<file path="src/rtl/axilite_regs_pkg.sv">
// Purpose: shared constants, types and helpers for the AXI4-Lite stats register file.
// Latency: n/a (declarations only).
// Backpressure: n/a.
package axilite_regs_pkg;

  // Byte offsets within the 4 KiB register window
  localparam logic [11:0] OFF_ID       = 12'h000;
  localparam logic [11:0] OFF_CTRL     = 12'h004;
  localparam logic [11:0] OFF_SCRATCH  = 12'h008;
  localparam logic [11:0] OFF_CNT_CLR  = 12'h00C;
  localparam logic [11:0] OFF_CNT_BASE = 12'h010;

  // Word indices used by the decoders (ADDR[11:2])
  localparam logic [9:0] IDX_ID       = OFF_ID[11:2];
  localparam logic [9:0] IDX_CTRL     = OFF_CTRL[11:2];
  localparam logic [9:0] IDX_SCRATCH  = OFF_SCRATCH[11:2];
  localparam logic [9:0] IDX_CNT_CLR  = OFF_CNT_CLR[11:2];
  localparam logic [9:0] IDX_CNT_BASE = OFF_CNT_BASE[11:2];

  localparam logic [31:0] ID_VALUE = 32'h4D43_0001;

  localparam logic [1:0] RESP_OKAY   = 2'b00;
  localparam logic [1:0] RESP_SLVERR = 2'b10;

  typedef enum logic {W_IDLE, W_RESP} wr_state_t;
  typedef enum logic {R_IDLE, R_DATA} rd_state_t;

  // Merge new_val into old_val on the bytes selected by strb
  function automatic logic [31:0] apply_strb(input logic [31:0] old_val,
                                             input logic [31:0] new_val,
                                             input logic [3:0]  strb);
    logic [31:0] merged;
    merged = old_val;
    for (int b = 0; b < 4; b++) begin
      if (strb[b]) merged[8*b +: 8] = new_val[8*b +: 8];
    end
    return merged;
  endfunction

endpackage

</file>
<file path="src/rtl/axilite_stats_regs_if.sv">
// Purpose: AXI4-Lite bus bundle between the bridge master port and the register file.
// Latency: n/a (wires only).
// Backpressure: standard per-channel VALID/READY.
interface axilite_stats_regs_if;
  logic [31:0] AWADDR;
  logic        AWVALID;
  logic        AWREADY;
  logic [31:0] WDATA;
  logic [3:0]  WSTRB;
  logic        WVALID;
  logic        WREADY;
  logic [1:0]  BRESP;
  logic        BVALID;
  logic        BREADY;
  logic [31:0] ARADDR;
  logic        ARVALID;
  logic        ARREADY;
  logic [31:0] RDATA;
  logic [1:0]  RRESP;
  logic        RVALID;
  logic        RREADY;

  modport master (
    output AWADDR, AWVALID, input  AWREADY,
    output WDATA, WSTRB, WVALID, input WREADY,
    input  BRESP, BVALID, output BREADY,
    output ARADDR, ARVALID, input ARREADY,
    input  RDATA, RRESP, RVALID, output RREADY
  );

  modport slave (
    input  AWADDR, AWVALID, output AWREADY,
    input  WDATA, WSTRB, WVALID, output WREADY,
    output BRESP, BVALID, input BREADY,
    input  ARADDR, ARVALID, output ARREADY,
    output RDATA, RRESP, RVALID, input RREADY
  );
endinterface

</file>
<file path="src/rtl/axilite_stats_regs_sat_counter.sv">
// Purpose: saturating event counter with synchronous clear (clear beats increment).
// Latency: count visible one cycle after the inc/clr strobe.
// Backpressure: none; every strobe is absorbed, increments past all-ones are dropped.
module sat_counter #(
  parameter int CNT_W = 32
) (
  input  logic             clk,
  input  logic             rst,
  input  logic             inc,
  input  logic             clr,
  output logic [CNT_W-1:0] cnt
);

  logic [CNT_W-1:0] r_cnt;

  // Clear has priority; increment stops at all-ones instead of wrapping
  always_ff @(posedge clk or posedge rst) begin
    if (rst) begin
      r_cnt <= '0;
    end else if (clr) begin
      r_cnt <= '0;
    end else if (inc && (r_cnt != {CNT_W{1'b1}})) begin
      r_cnt <= r_cnt + 1'b1;
    end
  end

  assign cnt = r_cnt;

endmodule

</file>
<file path="src/rtl/axilite_stats_regs.sv">
// Purpose: AXI4-Lite register file: ID, CTRL, SCRATCH, counter clear and saturating stats counters.
// Latency: BVALID/register update 1 cycle after the later of AW/W; RVALID 1 cycle after AR.
// Backpressure: BVALID/RVALID held until accepted; AW/W/AR stall while a response is pending.
module axilite_stats_regs
  import axilite_regs_pkg::*;
#(
  parameter int          NUM_CNT    = 4,
  parameter int          CNT_W      = 32,
  parameter logic [31:0] RESET_CTRL = 32'h0000_0000
) (
  input  logic                 axi_clk,
  input  logic                 axi_reset,
  axilite_stats_regs_if.slave  s_axi,
  input  logic [NUM_CNT-1:0]   cnt_inc,
  output logic [31:0]          ctrl_out
);

  // First word index past the last implemented counter
  localparam logic [9:0] IDX_LIMIT = IDX_CNT_BASE + 10'(NUM_CNT);

  // Write path state
  wr_state_t   r_wstate;
  logic        r_aw_full;
  logic        r_w_full;
  logic        r_awready;
  logic        r_wready;
  logic        r_bvalid;
  logic [1:0]  r_bresp;
  logic [9:0]  r_awidx;
  logic [31:0] r_wdata;
  logic [3:0]  r_wstrb;
  logic [31:0] r_ctrl;
  logic [31:0] r_scratch;

  // Read path state
  rd_state_t   r_rstate;
  logic        r_arready;
  logic        r_rvalid;
  logic [1:0]  r_rresp;
  logic [31:0] r_rdata;

  logic               w_aw_hs;
  logic               w_w_hs;
  logic               w_commit;
  logic               w_wr_err;
  logic [9:0]         w_wr_idx;
  logic [31:0]        w_wr_data;
  logic [3:0]         w_wr_strb;
  logic [NUM_CNT-1:0] w_clr;
  logic [CNT_W-1:0]   w_cnt [NUM_CNT];
  logic               w_ar_hs;
  logic [9:0]         w_ar_idx;
  logic [31:0]        w_rd_data;
  logic               w_rd_err;
  logic               w_unused;

  // Only ADDR[11:2] takes part in decode
  assign w_unused = ^{s_axi.AWADDR[31:12], s_axi.AWADDR[1:0],
                      s_axi.ARADDR[31:12], s_axi.ARADDR[1:0]};

  assign w_aw_hs = s_axi.AWVALID & r_awready;
  assign w_w_hs  = s_axi.WVALID  & r_wready;

  // The write commits on the edge that completes the AW/W pair, using live bus
  // values for whichever half arrives on that edge
  assign w_wr_idx  = r_aw_full ? r_awidx : s_axi.AWADDR[11:2];
  assign w_wr_data = r_w_full  ? r_wdata : s_axi.WDATA;
  assign w_wr_strb = r_w_full  ? r_wstrb : s_axi.WSTRB;
  assign w_commit  = (r_wstate == W_IDLE) & (r_aw_full | w_aw_hs) & (r_w_full | w_w_hs);
  assign w_wr_err  = (w_wr_idx >= IDX_LIMIT);
  assign w_clr     = (w_commit && (w_wr_idx == IDX_CNT_CLR)) ? w_wr_data[NUM_CNT-1:0] : '0;

  // Write handshake FSM: independent AW/W latches, single B response per pair
  always_ff @(posedge axi_clk or posedge axi_reset) begin
    if (axi_reset) begin
      r_wstate  <= W_IDLE;
      r_aw_full <= 1'b0;
      r_w_full  <= 1'b0;
      r_awready <= 1'b0;
      r_wready  <= 1'b0;
      r_bvalid  <= 1'b0;
      r_bresp   <= RESP_OKAY;
      r_awidx   <= '0;
      r_wdata   <= '0;
      r_wstrb   <= '0;
    end else begin
      case (r_wstate)
        W_IDLE: begin
          if (w_aw_hs) begin
            r_aw_full <= 1'b1;
            r_awidx   <= s_axi.AWADDR[11:2];
          end
          if (w_w_hs) begin
            r_w_full <= 1'b1;
            r_wdata  <= s_axi.WDATA;
            r_wstrb  <= s_axi.WSTRB;
          end
          if (w_commit) begin
            r_wstate  <= W_RESP;
            r_bvalid  <= 1'b1;
            r_bresp   <= w_wr_err ? RESP_SLVERR : RESP_OKAY;
            r_awready <= 1'b0;
            r_wready  <= 1'b0;
          end else begin
            r_awready <= ~(r_aw_full | w_aw_hs);
            r_wready  <= ~(r_w_full | w_w_hs);
          end
        end
        W_RESP: begin
          if (s_axi.BREADY) begin
            r_wstate  <= W_IDLE;
            r_bvalid  <= 1'b0;
            r_aw_full <= 1'b0;
            r_w_full  <= 1'b0;
            r_awready <= 1'b1;
            r_wready  <= 1'b1;
          end
        end
        default: r_wstate <= W_IDLE;
      endcase
    end
  end

  // Byte-enabled CTRL/SCRATCH update on the commit edge; other targets leave them alone
  always_ff @(posedge axi_clk or posedge axi_reset) begin
    if (axi_reset) begin
      r_ctrl    <= RESET_CTRL;
      r_scratch <= '0;
    end else if (w_commit) begin
      if (w_wr_idx == IDX_CTRL)    r_ctrl    <= apply_strb(r_ctrl, w_wr_data, w_wr_strb);
      if (w_wr_idx == IDX_SCRATCH) r_scratch <= apply_strb(r_scratch, w_wr_data, w_wr_strb);
    end
  end

  for (genvar g = 0; g < NUM_CNT; g++) begin : g_cnt
    sat_counter #(.CNT_W(CNT_W)) u_cnt (
      .clk (axi_clk),
      .rst (axi_reset),
      .inc (cnt_inc[g]),
      .clr (w_clr[g]),
      .cnt (w_cnt[g])
    );
  end

  assign w_ar_hs  = s_axi.ARVALID & r_arready;
  assign w_ar_idx = s_axi.ARADDR[11:2];

  // Read decode from current register values (pre-update on a coincident write/increment)
  always_comb begin
    w_rd_data = '0;
    w_rd_err  = 1'b0;
    if (w_ar_idx == IDX_ID) begin
      w_rd_data = ID_VALUE;
    end else if (w_ar_idx == IDX_CTRL) begin
      w_rd_data = r_ctrl;
    end else if (w_ar_idx == IDX_SCRATCH) begin
      w_rd_data = r_scratch;
    end else if (w_ar_idx == IDX_CNT_CLR) begin
      w_rd_data = '0;
    end else begin
      w_rd_err = 1'b1;
      for (int i = 0; i < NUM_CNT; i++) begin
        if (w_ar_idx == (IDX_CNT_BASE + 10'(i))) begin
          w_rd_data = 32'(w_cnt[i]);
          w_rd_err  = 1'b0;
        end
      end
    end
  end

  // Read handshake FSM: capture on AR, hold R until accepted
  always_ff @(posedge axi_clk or posedge axi_reset) begin
    if (axi_reset) begin
      r_rstate  <= R_IDLE;
      r_arready <= 1'b0;
      r_rvalid  <= 1'b0;
      r_rresp   <= RESP_OKAY;
      r_rdata   <= '0;
    end else begin
      case (r_rstate)
        R_IDLE: begin
          if (w_ar_hs) begin
            r_rstate  <= R_DATA;
            r_arready <= 1'b0;
            r_rvalid  <= 1'b1;
            r_rdata   <= w_rd_data;
            r_rresp   <= w_rd_err ? RESP_SLVERR : RESP_OKAY;
          end else begin
            r_arready <= 1'b1;
          end
        end
        R_DATA: begin
          if (s_axi.RREADY) begin
            r_rstate  <= R_IDLE;
            r_rvalid  <= 1'b0;
            r_arready <= 1'b1;
          end
        end
        default: r_rstate <= R_IDLE;
      endcase
    end
  end

  assign s_axi.AWREADY = r_awready;
  assign s_axi.WREADY  = r_wready;
  assign s_axi.BVALID  = r_bvalid;
  assign s_axi.BRESP   = r_bresp;
  assign s_axi.ARREADY = r_arready;
  assign s_axi.RVALID  = r_rvalid;
  assign s_axi.RRESP   = r_rresp;
  assign s_axi.RDATA   = r_rdata;
  assign ctrl_out      = r_ctrl;

endmodule

</file>
<file path="src/flat_wrapper.sv">
// flat-port wrapper written by rule: the top's interface ports become plain ports
module axilite_stats_regs_flat import axilite_regs_pkg::*;
#(
  parameter int          NUM_CNT    = 4,
  parameter int          CNT_W      = 32,
  parameter logic [31:0] RESET_CTRL = 32'h0000_0000
)
  (axi_clk, axi_reset, cnt_inc, ctrl_out, s_axi_AWADDR, s_axi_AWVALID, s_axi_AWREADY, s_axi_WDATA, s_axi_WSTRB, s_axi_WVALID, s_axi_WREADY, s_axi_BRESP, s_axi_BVALID, s_axi_BREADY, s_axi_ARADDR, s_axi_ARVALID, s_axi_ARREADY, s_axi_RDATA, s_axi_RRESP, s_axi_RVALID, s_axi_RREADY);
  axilite_stats_regs_if s_axi_i ();
  input  logic axi_clk;
  input  logic axi_reset;
  input  logic [NUM_CNT-1:0] cnt_inc;
  output logic [31:0] ctrl_out;
  input wire logic [$bits(s_axi_i.AWADDR)-1:0] s_axi_AWADDR;
  input wire logic [$bits(s_axi_i.AWVALID)-1:0] s_axi_AWVALID;
  output wire logic [$bits(s_axi_i.AWREADY)-1:0] s_axi_AWREADY;
  input wire logic [$bits(s_axi_i.WDATA)-1:0] s_axi_WDATA;
  input wire logic [$bits(s_axi_i.WSTRB)-1:0] s_axi_WSTRB;
  input wire logic [$bits(s_axi_i.WVALID)-1:0] s_axi_WVALID;
  output wire logic [$bits(s_axi_i.WREADY)-1:0] s_axi_WREADY;
  output wire logic [$bits(s_axi_i.BRESP)-1:0] s_axi_BRESP;
  output wire logic [$bits(s_axi_i.BVALID)-1:0] s_axi_BVALID;
  input wire logic [$bits(s_axi_i.BREADY)-1:0] s_axi_BREADY;
  input wire logic [$bits(s_axi_i.ARADDR)-1:0] s_axi_ARADDR;
  input wire logic [$bits(s_axi_i.ARVALID)-1:0] s_axi_ARVALID;
  output wire logic [$bits(s_axi_i.ARREADY)-1:0] s_axi_ARREADY;
  output wire logic [$bits(s_axi_i.RDATA)-1:0] s_axi_RDATA;
  output wire logic [$bits(s_axi_i.RRESP)-1:0] s_axi_RRESP;
  output wire logic [$bits(s_axi_i.RVALID)-1:0] s_axi_RVALID;
  input wire logic [$bits(s_axi_i.RREADY)-1:0] s_axi_RREADY;
  assign s_axi_i.AWADDR = s_axi_AWADDR;
  assign s_axi_i.AWVALID = s_axi_AWVALID;
  assign s_axi_AWREADY = s_axi_i.AWREADY;
  assign s_axi_i.WDATA = s_axi_WDATA;
  assign s_axi_i.WSTRB = s_axi_WSTRB;
  assign s_axi_i.WVALID = s_axi_WVALID;
  assign s_axi_WREADY = s_axi_i.WREADY;
  assign s_axi_BRESP = s_axi_i.BRESP;
  assign s_axi_BVALID = s_axi_i.BVALID;
  assign s_axi_i.BREADY = s_axi_BREADY;
  assign s_axi_i.ARADDR = s_axi_ARADDR;
  assign s_axi_i.ARVALID = s_axi_ARVALID;
  assign s_axi_ARREADY = s_axi_i.ARREADY;
  assign s_axi_RDATA = s_axi_i.RDATA;
  assign s_axi_RRESP = s_axi_i.RRESP;
  assign s_axi_RVALID = s_axi_i.RVALID;
  assign s_axi_i.RREADY = s_axi_RREADY;
  axilite_stats_regs #(.NUM_CNT(NUM_CNT), .CNT_W(CNT_W), .RESET_CTRL(RESET_CTRL)) u_core (.axi_clk(axi_clk), .axi_reset(axi_reset), .s_axi(s_axi_i), .cnt_inc(cnt_inc), .ctrl_out(ctrl_out));
endmodule
</file>
<file path="config.mk">
export PLATFORM = sky130hd
export DESIGN_NAME = axilite_stats_regs_flat
export DESIGN_NICKNAME = d
export VERILOG_FILES = /design/src/rtl/axilite_regs_pkg.sv /design/src/rtl/axilite_stats_regs_if.sv /design/src/rtl/axilite_stats_regs_sat_counter.sv /design/src/rtl/axilite_stats_regs.sv /design/src/flat_wrapper.sv
export SDC_FILE = /design/constraint.sdc
export NUM_CORES = 1
export LEC_CHECK = 0
export CORE_MARGIN = 3
export CORE_UTILIZATION = 45
export DETAILED_ROUTE_END_ITERATION = 12
export DONT_BUFFER_PORTS = 1
export HOLD_SLACK_MARGIN = 0.15
export MAX_ROUTING_LAYER = met4
export PLACE_DENSITY = 0.65
export SYNTH_ARGS = -nofsm -noshare
export SYNTH_HDL_FRONTEND = slang
export SYNTH_SLANG_ARGS = --single-unit
</file>
<file path="constraint.sdc">
create_clock -name axi_clk -period 13.2 [get_ports axi_clk]
set_clock_uncertainty 0.15 [all_clocks]
set_input_delay 2.64 -clock axi_clk [delete_from_list [all_inputs] [get_ports axi_clk]]
set_output_delay 2.64 -clock axi_clk [all_outputs]
set_load 0.02 [all_outputs]
</file>
==> results of run 1 <==
## layer usage
layer	part of all wire	track usage
met1	0.42	0.338
met2	0.45	0.372
met3	0.087	0.0601
met4	0.038	0.0868
met5	0	-
## worst max-delay path by stage
| stage | slack (ns) | depth (start not counted) | end |
|---|---|---|---|
| after floorplan | 2.66 | 1 | u_core.ctrl_out[0] |
| after global placement | 8.11 | 6 | u_core.g_cnt[2].u_cnt.cnt[2] |
| after detailed placement | 8.08 | 5 | u_core.ctrl_out[14] |
| after CTS | 8.62 | 5 | u_core.ctrl_out[14] |
| after global routing | 8.44 | 5 | u_core.s_axi.RDATA[6] |
| final | 8.59 | 5 | u_core.ctrl_out[14] |
## layout by cell type, fill, tap and decap left out, types with 7 or more instances in the layout
cell type / synthesis / routed
dfrtp_1: 281 / 280
mux2_2: 149 / 149
nand2_1: 128 / 128
nor2_1: 116 / 116
a21oi_1: 95 / 95
o21ai_0: 68 / 68
xnor2_1: 46 / 46
nand3_1: 47 / 45
or3_1: 44 / 44
nand4_1: 40 / 40
clkbuf_16: 0 / 35
or4_1: 26 / 26
o31ai_1: 24 / 24
nor4_1: 25 / 23
o41ai_1: 22 / 22
and3_1: 20 / 20
mux4_2: 20 / 20
inv_1: 20 / 19
and4_1: 17 / 17
xor2_1: 17 / 17
nor3_1: 17 / 17
a31oi_1: 16 / 16
nor2b_1: 21 / 16
buf_4: 5 / 13
mux2i_1: 10 / 10
a211oi_1: 10 / 10
clkbuf_8: 0 / 10
a311oi_1: 8 / 8
a221oi_1: 8 / 8
clkbuf_1: 56 / 8
or2_2: 7 / 7
and2_1: 7 / 7
## area by class of cell
| class | instances | area share |
|---|---|---|
| Antenna cell | 3 | 0.000455 |
| Clock buffer | 53 | 0.0632 |
| Clock inverter | 7 | 0.00584 |
| Inverter | 20 | 0.00500 |
| Multi-Input combinational cell | 1079 | 0.459 |
| Sequential cell | 281 | 0.426 |
| Tap cell | 442 | 0.0335 |
| Timing Repair Buffer | 14 | 0.00712 |
## worst max-delay path: cells and delay by family
kind / cells / cell delay (ns)
muxes: 1 / 0.42
AOI/OAI and AO/OA: 1 / 0.28
and+or+nand+nor: 3 / 1.50
## sequential cells by signal, summed over array words and instances, names as in the netlist
name,count
u_core.s_axi.BRESP,1
u_core.r_wstrb,4
u_core.ctrl_out,32
u_core.s_axi.WREADY,1
u_core.s_axi.AWREADY,1
u_core.s_axi.ARREADY,1
u_core.s_axi.BVALID,1
u_core.r_w_full,1
u_core.s_axi.RVALID,1
u_core.s_axi.RDATA,32
u_core.r_awidx,10
u_core.r_scratch,32
u_core.r_rstate,1
u_core.r_wstate,1
u_core.r_aw_full,1
u_core.r_wdata,32
u_core.s_axi.RRESP,1
u_core.g_cnt.u_cnt.cnt,128
## logic make-up (layout without fill, tap and decap cells)
family,after synthesis,after routing,share of synthesized area
compound gates,290,290,0.123
xor+xnor,63,63,0.0368
fa+ha+maj,4,4,0.00334
buf+inv,100,94,0.0274
flops,281,281,0.470
mux,180,180,0.151
other cells,1,5,0.000250
simple gates,540,540,0.189
## through the flow
step                total power (W)   util
floorplan                   0.00154      -
CTS                         0.00265  0.505
finish                      0.00263  0.505
global placement            0.00167  0.470
global route                0.00275  0.505
detailed placement          0.00169  0.470
## power groups by stage
stage | Combinational [W] | Clock [W] | Sequential [W]
3_3_place_gp | 0.000454 | 0 | 0.00122
6_report | 0.000466 | 0.000950 | 0.00122
3_5_place_dp | 0.000466 | 0 | 0.00123
4_1_cts | 0.000469 | 0.000965 | 0.00121
2_1_floorplan | 0.000411 | 0 | 0.00113
5_1_grt | 0.000518 | 0.00100 | 0.00124
==> flow_summary_export.csv, run 1 <==
group,metric,value,unit
cells_and_area,regArea,7030,sq um
cells_and_area,final_design_area_no_fill,16500,sq um
detailed_routing,num_vias,12000,
hold_path,hp-start,"u_core.r_rstate",
synthesis,seq_area_frac_synth,0.470,
floorplan,io_pins,184,
synthesis,synth.top_cells.by_area,"dfrtp_1, mux2_2, nand2_1",
power,p_clk_frac,0.361,
power,switchingPower,0.000804,W
power,p_leak,6.74,nW
detailed_routing,drc,0,
setup_path,start_kind,"primary input",
sta,min_period,4.61,ns
clock_tree,clock_latency,0.52,ns
hold_path,min_path_cells,1,
setup_path,reg2regPathDepth,6,
synthesis,yosys.area.top_type,"dfrtp_1",
setup_path,cp-end-kind,"flop",
power,comb_power_share,0.177,
cells_and_area,fillers,2960,
detailed_routing,ant_nets,0,
place,gp_congestion,0.943,
place,place_area,15400,sq um
synthesis,synth-edff-count,0,
synthesis,yosysMostFrequentCell,"dfrtp_1",
synthesis,yosysTopAreaCellShare,0.470,
synthesis,synth.distinct_cells,69,
place,dp_cells,1836,
power,seq_power_share,0.462,
sta,slew_headroom,0.247,
clock_tree,ctsHoldBuffers,0,
global_routing,overflow,0,
global_routing,track_usage,0.250,
floorplan,die_h,188,um
detailed_routing,dr.first_iter.drc_count,1001,
global_routing,grt_pass1_vias,11200,
detailed_routing,first_pass_iters,5,
synthesis,synthesis.instances,1459,
setup_path,r2r_setup_slack,9.85,ns
power,p_per_area,160,nW/um^2
global_routing,antenna_found_initial,1,
sta,tightest_slew,1.12,ns
synthesis,async_reset_ff_frac,1.00,
outcome,status,"finished clean",
cells_and_area,multiInputGateArea,7580,sq um
sta,hold_violations,0,
clock_tree,clock_sinks,281,
setup_path,required,13.45,ns
power,p_int,0.00183,W
clock_tree,clk_pin_slew,0.06,ns
clock_tree,post-cts-setup-buffers,0,
clock_tree,post_cts_resized,0,
synthesis,synth_commonest_cells,"dfrtp_1, mux2_2, nand2_1, nor2_1, a21oi_1",
place,numPortBuffers,0,
sta,tns,0,ns
job,cap_violations,0,
synthesis,syn_area,15000,sq um
setup_path,reg2reg_from,"u_core.r_w_full",
global_routing,grt_max_degree,187,
sta,timing.fmax,217,MHz
synthesis,synth_seq_cells,281,
power,swShare,0.305,
setup_path,criticalPathCategory,"primary input to flop",
cells_and_area,fin_cells,1899,
setup_path,worst_path_max_delay_cell,"or4_1",
place,dp_slack,8.08,ns
sta,layout_setup_ws,8.59,ns
sta,grt_setup_unrepaired,"false",
floorplan,core,32700,sq um
place,dp_hpwl,31.4,mm
hold_path,min_to,"u_core.s_axi.ARREADY",
sta,hold_slack,0.334,ns
detailed_routing,via_per_inst,6.29,
setup_path,critical_path.max_fanout,8,
setup_path,worstPathArrival,4.86,ns
detailed_routing,totalWireLength,44.2,mm
floorplan,die-area,35500,sq um
synthesis,ys_warn_count,0,
floorplan,rows,66,
hold_path,min_path_type,"flop to flop",
cells_and_area,drive_above_1_share,0.184,
clock_tree,cts_tree,"done",
floorplan,start_util,0.458,
cells_and_area,synthToLayoutAreaGrowth,10.3,%
detailed_routing,wire_per_inst,23.3,um
cells_and_area,fin_nets,1545,
sta,setup_violations,0,
synthesis,synth_flop_cell,"dfrtp_1",
synthesis,avgSynthCellArea,10.3,sq um
setup_path,rr_endpoint,"u_core.g_cnt[0].u_cnt.cnt[7]",
setup_path,critPathLaunch,"s_axi_AWADDR[7]",
clock_tree,cts_max_level,2,
floorplan,chipWidth,188,um
sta,report.final.slew_viol_count,0,
setup_path,crit_chain,"or4_1 > o22a_1 > nor3_1 > nand2_1 > mux2_2",
setup_path,critical_path.max_stage_delay,0.52,ns
clock_tree,clock-root-buffer,"clkbuf_16",
clock_tree,numCtsBuffers,34,
clock_tree,clock_path_buffers,3,
global_routing,grt_pass1_wl,67.8,mm
power,ir_worst_vdd,147,uV
sta,fin_crit_sh,0.349,
(Power assumes the default switching activity.)
==> run 2, diff against run 1 <==
Settings changed: ABC_AREA set to 1, PLACE_DENSITY 0.65 to 0.67.
Clock period 13.2 ns to 4 ns, I/O delays scaled along.
==> flow_summary_export.csv, run 2 <==
group,metric,value,unit
outcome,status,"finished clean",
global_routing,overflow,0,
setup_path,critical_path.max_stage_delay,0.40,ns
floorplan,core,37800,sq um
sta,layout_setup_ws,1.12,ns
job,cap_violations,0,
cells_and_area,largest_reg_flops,128,
cells_and_area,fillers,3896,
clock_tree,cts_tree,"done",
power,p_leak,9.28,nW
setup_path,required,4.29,ns
sta,report.final.slew_viol_count,0,
sta,setup_violations,0,
setup_path,start_kind,"primary input",
synthesis,synthesis.instances,2574,
clock_tree,clock_sinks,281,
detailed_routing,ant_nets,0,
sta,hold_violations,0,
power,p_per_area,529,nW/um^2
clock_tree,clk_pin_slew,0.06,ns
place,dp_slack,0.634,ns
hold_path,min_path_type,"primary input to flop",
clock_tree,clock_latency,0.57,ns
setup_path,worstPathArrival,3.17,ns
sta,fin_crit_sh,0.720,
clock_tree,cts_max_level,2,
clock_tree,clock-root-buffer,"clkbuf_16",
synthesis,synth.distinct_cells,42,
cells_and_area,mostFrequentLayoutCells,"nand2_1, nor2_1, dfrtp_1",
synthesis,yosysMostFrequentCell,"nand2_1",
synthesis,ys_warn_count,0,
clock_tree,numCtsBuffers,35,
floorplan,rows,71,
hold_path,min_path_cells,1,
global_routing,grt_pass1_wl,89.1,mm
place,dp_hpwl,42.9,mm
global_routing,antenna_found_initial,0,
sta,tightest_slew,0.807,ns
detailed_routing,first_pass_iters,5,
cells_and_area,fin_nets,2661,
sta,slew_headroom,0.462,
power,ir_worst_vdd,549,uV
sta,min_period,2.88,ns
synthesis,seq_area_frac_synth,0.406,
synthesis,syn_area,17300,sq um
cells_and_area,drive_above_1_share,0.0665,
setup_path,reg2reg_from,"u_core.r_w_full",
cells_and_area,diodes,0,
global_routing,use_met1,0.386,
synthesis,avgSynthCellArea,6.73,sq um
floorplan,die_h,202,um
global_routing,grt_use_met2,0.413,
detailed_routing,drc,0,
clock_tree,clock_path_buffers,3,
global_routing,busiest_layer,"met2",
cells_and_area,synthToLayoutAreaGrowth,9.41,%
setup_path,cp-end-kind,"flop",
detailed_routing,dr.first_iter.drc_count,1503,
setup_path,criticalPathCategory,"primary input to flop",
floorplan,chipWidth,202,um
detailed_routing,via_per_inst,5.34,
global_routing,grt_use_met3,0.0628,
synthesis,synth.top_cells.by_area,"dfrtp_1, nand2_1, nor2_1",
setup_path,critical_path.max_fanout,48,
sta,grt_setup_unrepaired,"false",
synthesis,synth-edff-count,0,
setup_path,reg2regPathDepth,10,
hold_path,hp-start,"s_axi_RREADY",
global_routing,grt_pass1_vias,15900,
cells_and_area,final_util,0.502,
synthesis,async_reset_ff_frac,1.00,
global_routing,grt_max_degree,93,
power,power,0.0100,W
synthesis,synth_seq_cells,281,
floorplan,io_pins,184,
global_routing,track_usage,0.284,
detailed_routing,totalWireLength,56.4,mm
synthesis,synth_flop_cell,"dfrtp_1",
floorplan,start_util,0.459,
synthesis,yosysTopAreaCellShare,0.406,
place,gp_congestion,1.01,
clock_tree,post-cts-setup-buffers,0,
sta,timing.fmax,347,MHz
floorplan,die-area,40900,sq um
synthesis,synth_commonest_cells,"nand2_1, nor2_1, dfrtp_1, inv_1, nand3_1",
hold_path,min_to,"u_core.s_axi.RVALID",
setup_path,crit_chain,"nor2_1 > nand2_1 > nor2_2 > buf_4 > inv_2 > nor2_4 > inv_2 > nor2_1 > nor2_1 > nand2_1 > nand2_1",
detailed_routing,wire_per_inst,18.3,um
cells_and_area,layout_commonest_cell,"nand2_1",
setup_path,r2r_setup_slack,1.21,ns
setup_path,worst_path_max_delay_cell,"inv_2",
detailed_routing,num_vias,16500,
setup_path,rr_endpoint,"u_core.g_cnt[0].u_cnt.cnt[25]",
synthesis,yosys.area.top_type,"dfrtp_1",
place,numPortBuffers,0,
-- run 2: kinds of logic after synthesis --
family | after synthesis | synth area share
buffers and inverters | 341 | 0.0827
adders and majority gates | 4 | 0.00289
muxes | 5 | 0.00325
AOI/OAI and AO/OA | 241 | 0.0742
other | 1 | 0.000217
xor gates and xnor gates | 34 | 0.0172
DFF | 281 | 0.406
and+or+nand+nor | 1667 | 0.413
-- run 2: routing by layer --
metal / part of all wire / up-vias / wire, um
li1: - / 8097 / -
met5: 0 / - / 0
met1: 0.45 / 7705 / 25600
met2: 0.43 / 536 / 24000
met3: 0.076 / 120 / 4260
met4: 0.045 / 0 / 2510
-- run 2: stage by stage --
step / cells / cell area [sq um] / hold WS (ns) / TNS [ns]
2_1_floorplan: 2575 / 17300 / 0.267 / -188.64
3_3_place_gp: 3019 / 17700 / 0.277 / 0
3_5_place_dp: 3019 / 17700 / 0.291 / 0
4_1_cts: 3084 / 18900 / 0.159 / 0
5_1_grt: 3084 / 18900 / 0.166 / 0
6_report: 3084 / 18900 / 0.182 / 0
-- run 2: report_power, final --
group	switching, W	internal [W]
Sequential	0.000804	0.00345
Combinational	0.00159	0.000718
Clock	0.00136	0.00210
Total	0.00375	0.00626
-- run 2: worst max path at each step --
stage,start,to,slack [ns]
after floorplan,axi_reset,u_core.ctrl_out[0],-0.67
after global placement,s_axi_ARADDR[6],u_core.s_axi.RDATA[5],0.69
after detailed placement,s_axi_ARADDR[6],u_core.s_axi.RDATA[5],0.63
after CTS,u_core.r_w_full,u_core.g_cnt[0].u_cnt.cnt[25],1.20
after global routing,u_core.r_w_full,u_core.g_cnt[0].u_cnt.cnt[20],0.95
final,s_axi_ARADDR[7],u_core.s_axi.RDATA[10],1.12
-- run 2: timing repair --
action | in CTS | in global routing
hold endpoints to repair | 28 | 0
hold buffers | 1 | 0
resized for setup | 0 | 0
-- run 2: worst max-delay path: cells and delay by family --
family | cells | cell delay [ns]
and+or+nand+nor | 8 | 1.55
buffers and inverters | 3 | 0.79
-- run 2: cell type report --
type                    instances  area [sq um]  share of cell area
repair buffers                 20           190              0.0100
flip-flops and latches        281          7030               0.371
well taps                     511           639              0.0337
inverters                     255           968              0.0511
multi-input cells            1953          8860               0.467
clock inverters                15           223              0.0118
clock buffers                  49          1040              0.0548
==> run 3, diff against run 2 <==
Settings changed: ABC_AREA 1 to 0, PLACE_DENSITY 0.67 to 0.65.
Clock period 4 ns to 2.9 ns, I/O delays scaled along.
==> flow_summary_export.csv, run 3 (same netlist as run 1, synthesis figures left out) <==
group,metric,value,unit
cells_and_area,synthToLayoutAreaGrowth,16.6,%
detailed_routing,via_per_inst,6.22,
place,dp_slack,0.0371,ns
setup_path,critPathLaunch,"u_core.r_aw_full",
global_routing,grt_pass1_vias,12100,
setup_path,cp-end-kind,"flop",
detailed_routing,drc,0,
detailed_routing,totalWireLength,46.4,mm
global_routing,grt_max_degree,100,
setup_path,reg2reg_from,"u_core.r_aw_full",
setup_path,criticalPathCategory,"flop to flop",
global_routing,track_usage,0.265,
setup_path,worst_path_most_repeated_cell,"or4_1",
sta,timing.fmax,371,MHz
sta,hold_violations,0,
cells_and_area,fin_nets,1650,
setup_path,critical_path.max_stage_delay,0.71,ns
cells_and_area,diodes,0,
setup_path,r2r_setup_slack,0.20,ns
place,dp_hpwl,32.9,mm
detailed_routing,top_layer,"met4",
detailed_routing,wl_met1,19.4,mm
global_routing,grt_pass1_wl,72.2,mm
setup_path,worst_path_max_delay_cell,"or4_1",
place,dp_cells,1885,
setup_path,critical_path.max_fanout,32,
clock_tree,numCtsBuffers,31,
power,power,0.0121,W
floorplan,core,32700,sq um
setup_path,required,3.21,ns
sta,min_period,2.70,ns
cells_and_area,fin_cells,2001,
outcome,status,"finished clean",
detailed_routing,met3_length,4.11,mm
hold_path,min_path_type,"primary input to flop",
detailed_routing,dr.first_iter.drc_count,1181,
sta,layout_setup_ws,0.204,ns
clock_tree,clock_sinks,281,
clock_tree,clock_path_buffers,3,
floorplan,die-area,35500,sq um
clock_tree,cts_tree,"done",
detailed_routing,first_pass_iters,5,
floorplan,start_util,0.458,
power,comb_power_share,0.214,
floorplan,die_h,188,um
clock_tree,cts_max_level,1,
global_routing,overflow,0,
setup_path,crit_chain,"or4_1 > o22a_1 > or4_1 > nor2b_2 > buf_12 > nor2_1",
clock_tree,post-cts-setup-buffers,0,
sta,report.final.slew_viol_count,0,
clock_tree,clock-root-buffer,"clkbuf_16",
power,switchingPower,0.00378,W
floorplan,rows,66,
power,p_int,0.00827,W
sta,grt_setup_unrepaired,"false",
place,place_area,15800,sq um
detailed_routing,num_vias,12400,
cells_and_area,mostFrequentLayoutCells,"dfrtp_1, mux2_2, nand2_1",
cells_and_area,final_design_area_no_fill,17500,sq um
power,p_per_area,690,nW/um^2
power,ir_worst_vdd,927,uV
setup_path,start_kind,"flop",
floorplan,io_pins,184,
sta,slew_headroom,0.478,
job,cap_violations,0,
sta,fin_crit_sh,0.930,
power,p_leak,7.20,nW
setup_path,critical_path.top_delay_family,"simple AND/OR/NAND/NOR gates",
detailed_routing,wire_per_inst,23.2,um
cells_and_area,drive_above_1_share,0.203,
detailed_routing,met2_length,21.5,mm
place,numPortBuffers,0,
power,swShare,0.314,
power,p_clk_frac,0.339,
power,seq_power_share,0.447,
floorplan,chipWidth,188,um
cells_and_area,largest_reg_flops,128,
clock_tree,clk_pin_slew,0.06,ns
sta,tns,0,ns
global_routing,antenna_found_initial,0,
cells_and_area,layout_commonest_cell,"dfrtp_1",
detailed_routing,ant_nets,0,
hold_path,hp-start,"s_axi_WDATA[10]",
clock_tree,clock_latency,0.58,ns
place,gp_congestion,0.915,
sta,setup_violations,0,
setup_path,worstPathBufferInverterCount,1,
setup_path,worstPathArrival,3.01,ns
sta,tightest_slew,0.782,ns
-- run 3: changes by cell type in the layout (fill, tap and decap cells not counted), moves of 57 or more --
cell	previous run	this run
inv_1	236	19
o21ai_1	68	0
mux2_2	5	149
a21oi_1	31	95
nand3b_1	58	1
nor2_1	335	116
nand2_1	911	128
dlygate4sd3_1	1	59
nand3_1	219	45
-- run 3: worst paths after layout --
kind / end / cells past startpoint
hold reg to reg: u_core.s_axi.ARREADY / 1
max in group asynchronous: u_core.r_w_full / 3
hold / removal: u_core.ctrl_out[10] / 2
min in group asynchronous: u_core.r_wdata[8] / 2
setup / recovery: u_core.g_cnt[0].u_cnt.cnt[23] / 6
setup reg to reg: u_core.g_cnt[0].u_cnt.cnt[23] / 6
-- run 3: timing repair --
action | CTS | global route
endpoints found under the hold margin | 165 | 0
resized for setup | 0 | 0
hold buffers | 59 | 0
-- run 3: final cells by class --
class / count / area (sq um)
repair buffers: 122 / 1180
flip-flops and latches: 281 / 7030
clock inverters: 17 / 204
well taps: 442 / 553
inverters: 20 / 78.8
fillers: 2914 / 15200
multi-input cells: 1079 / 7570
clock buffers: 40 / 850
-- run 3: power groups by stage --
stage	Clock [W]	Sequential [W]	Combinational [W]
2_1_floorplan	0	0.00516	0.00187
3_3_place_gp	0	0.00538	0.00242
3_5_place_dp	0	0.00542	0.00248
4_1_cts	0.00415	0.00535	0.00257
5_1_grt	0.00430	0.00546	0.00283
6_report	0.00409	0.00538	0.00258
-- run 3: worst register-to-register path: stages (launching register included) --
cell	delay [ns]
dfrtp_1	0.39
or4_1	0.56
o22a_1	0.23
or4_1	0.71
nor2b_2	0.24
buf_12	0.20
nor2_1	0.11
-- run 3: per-stage QoR --
step / hold slack (ns) / util
CTS: 0.150 / 0.534
detailed placement: 0.301 / 0.484
global route: 0.152 / 0.534
global placement: 0.305 / 0.484
finish: 0.166 / 0.534
floorplan: 0.291 / -
-- run 3: metal layers --
layer | vias to the layer above | track usage
li1 | 5591 | -
met1 | 6286 | 0.358
met2 | 480 | 0.407
met3 | 90 | 0.0612
met4 | 0 | 0.0685
met5 | - | -
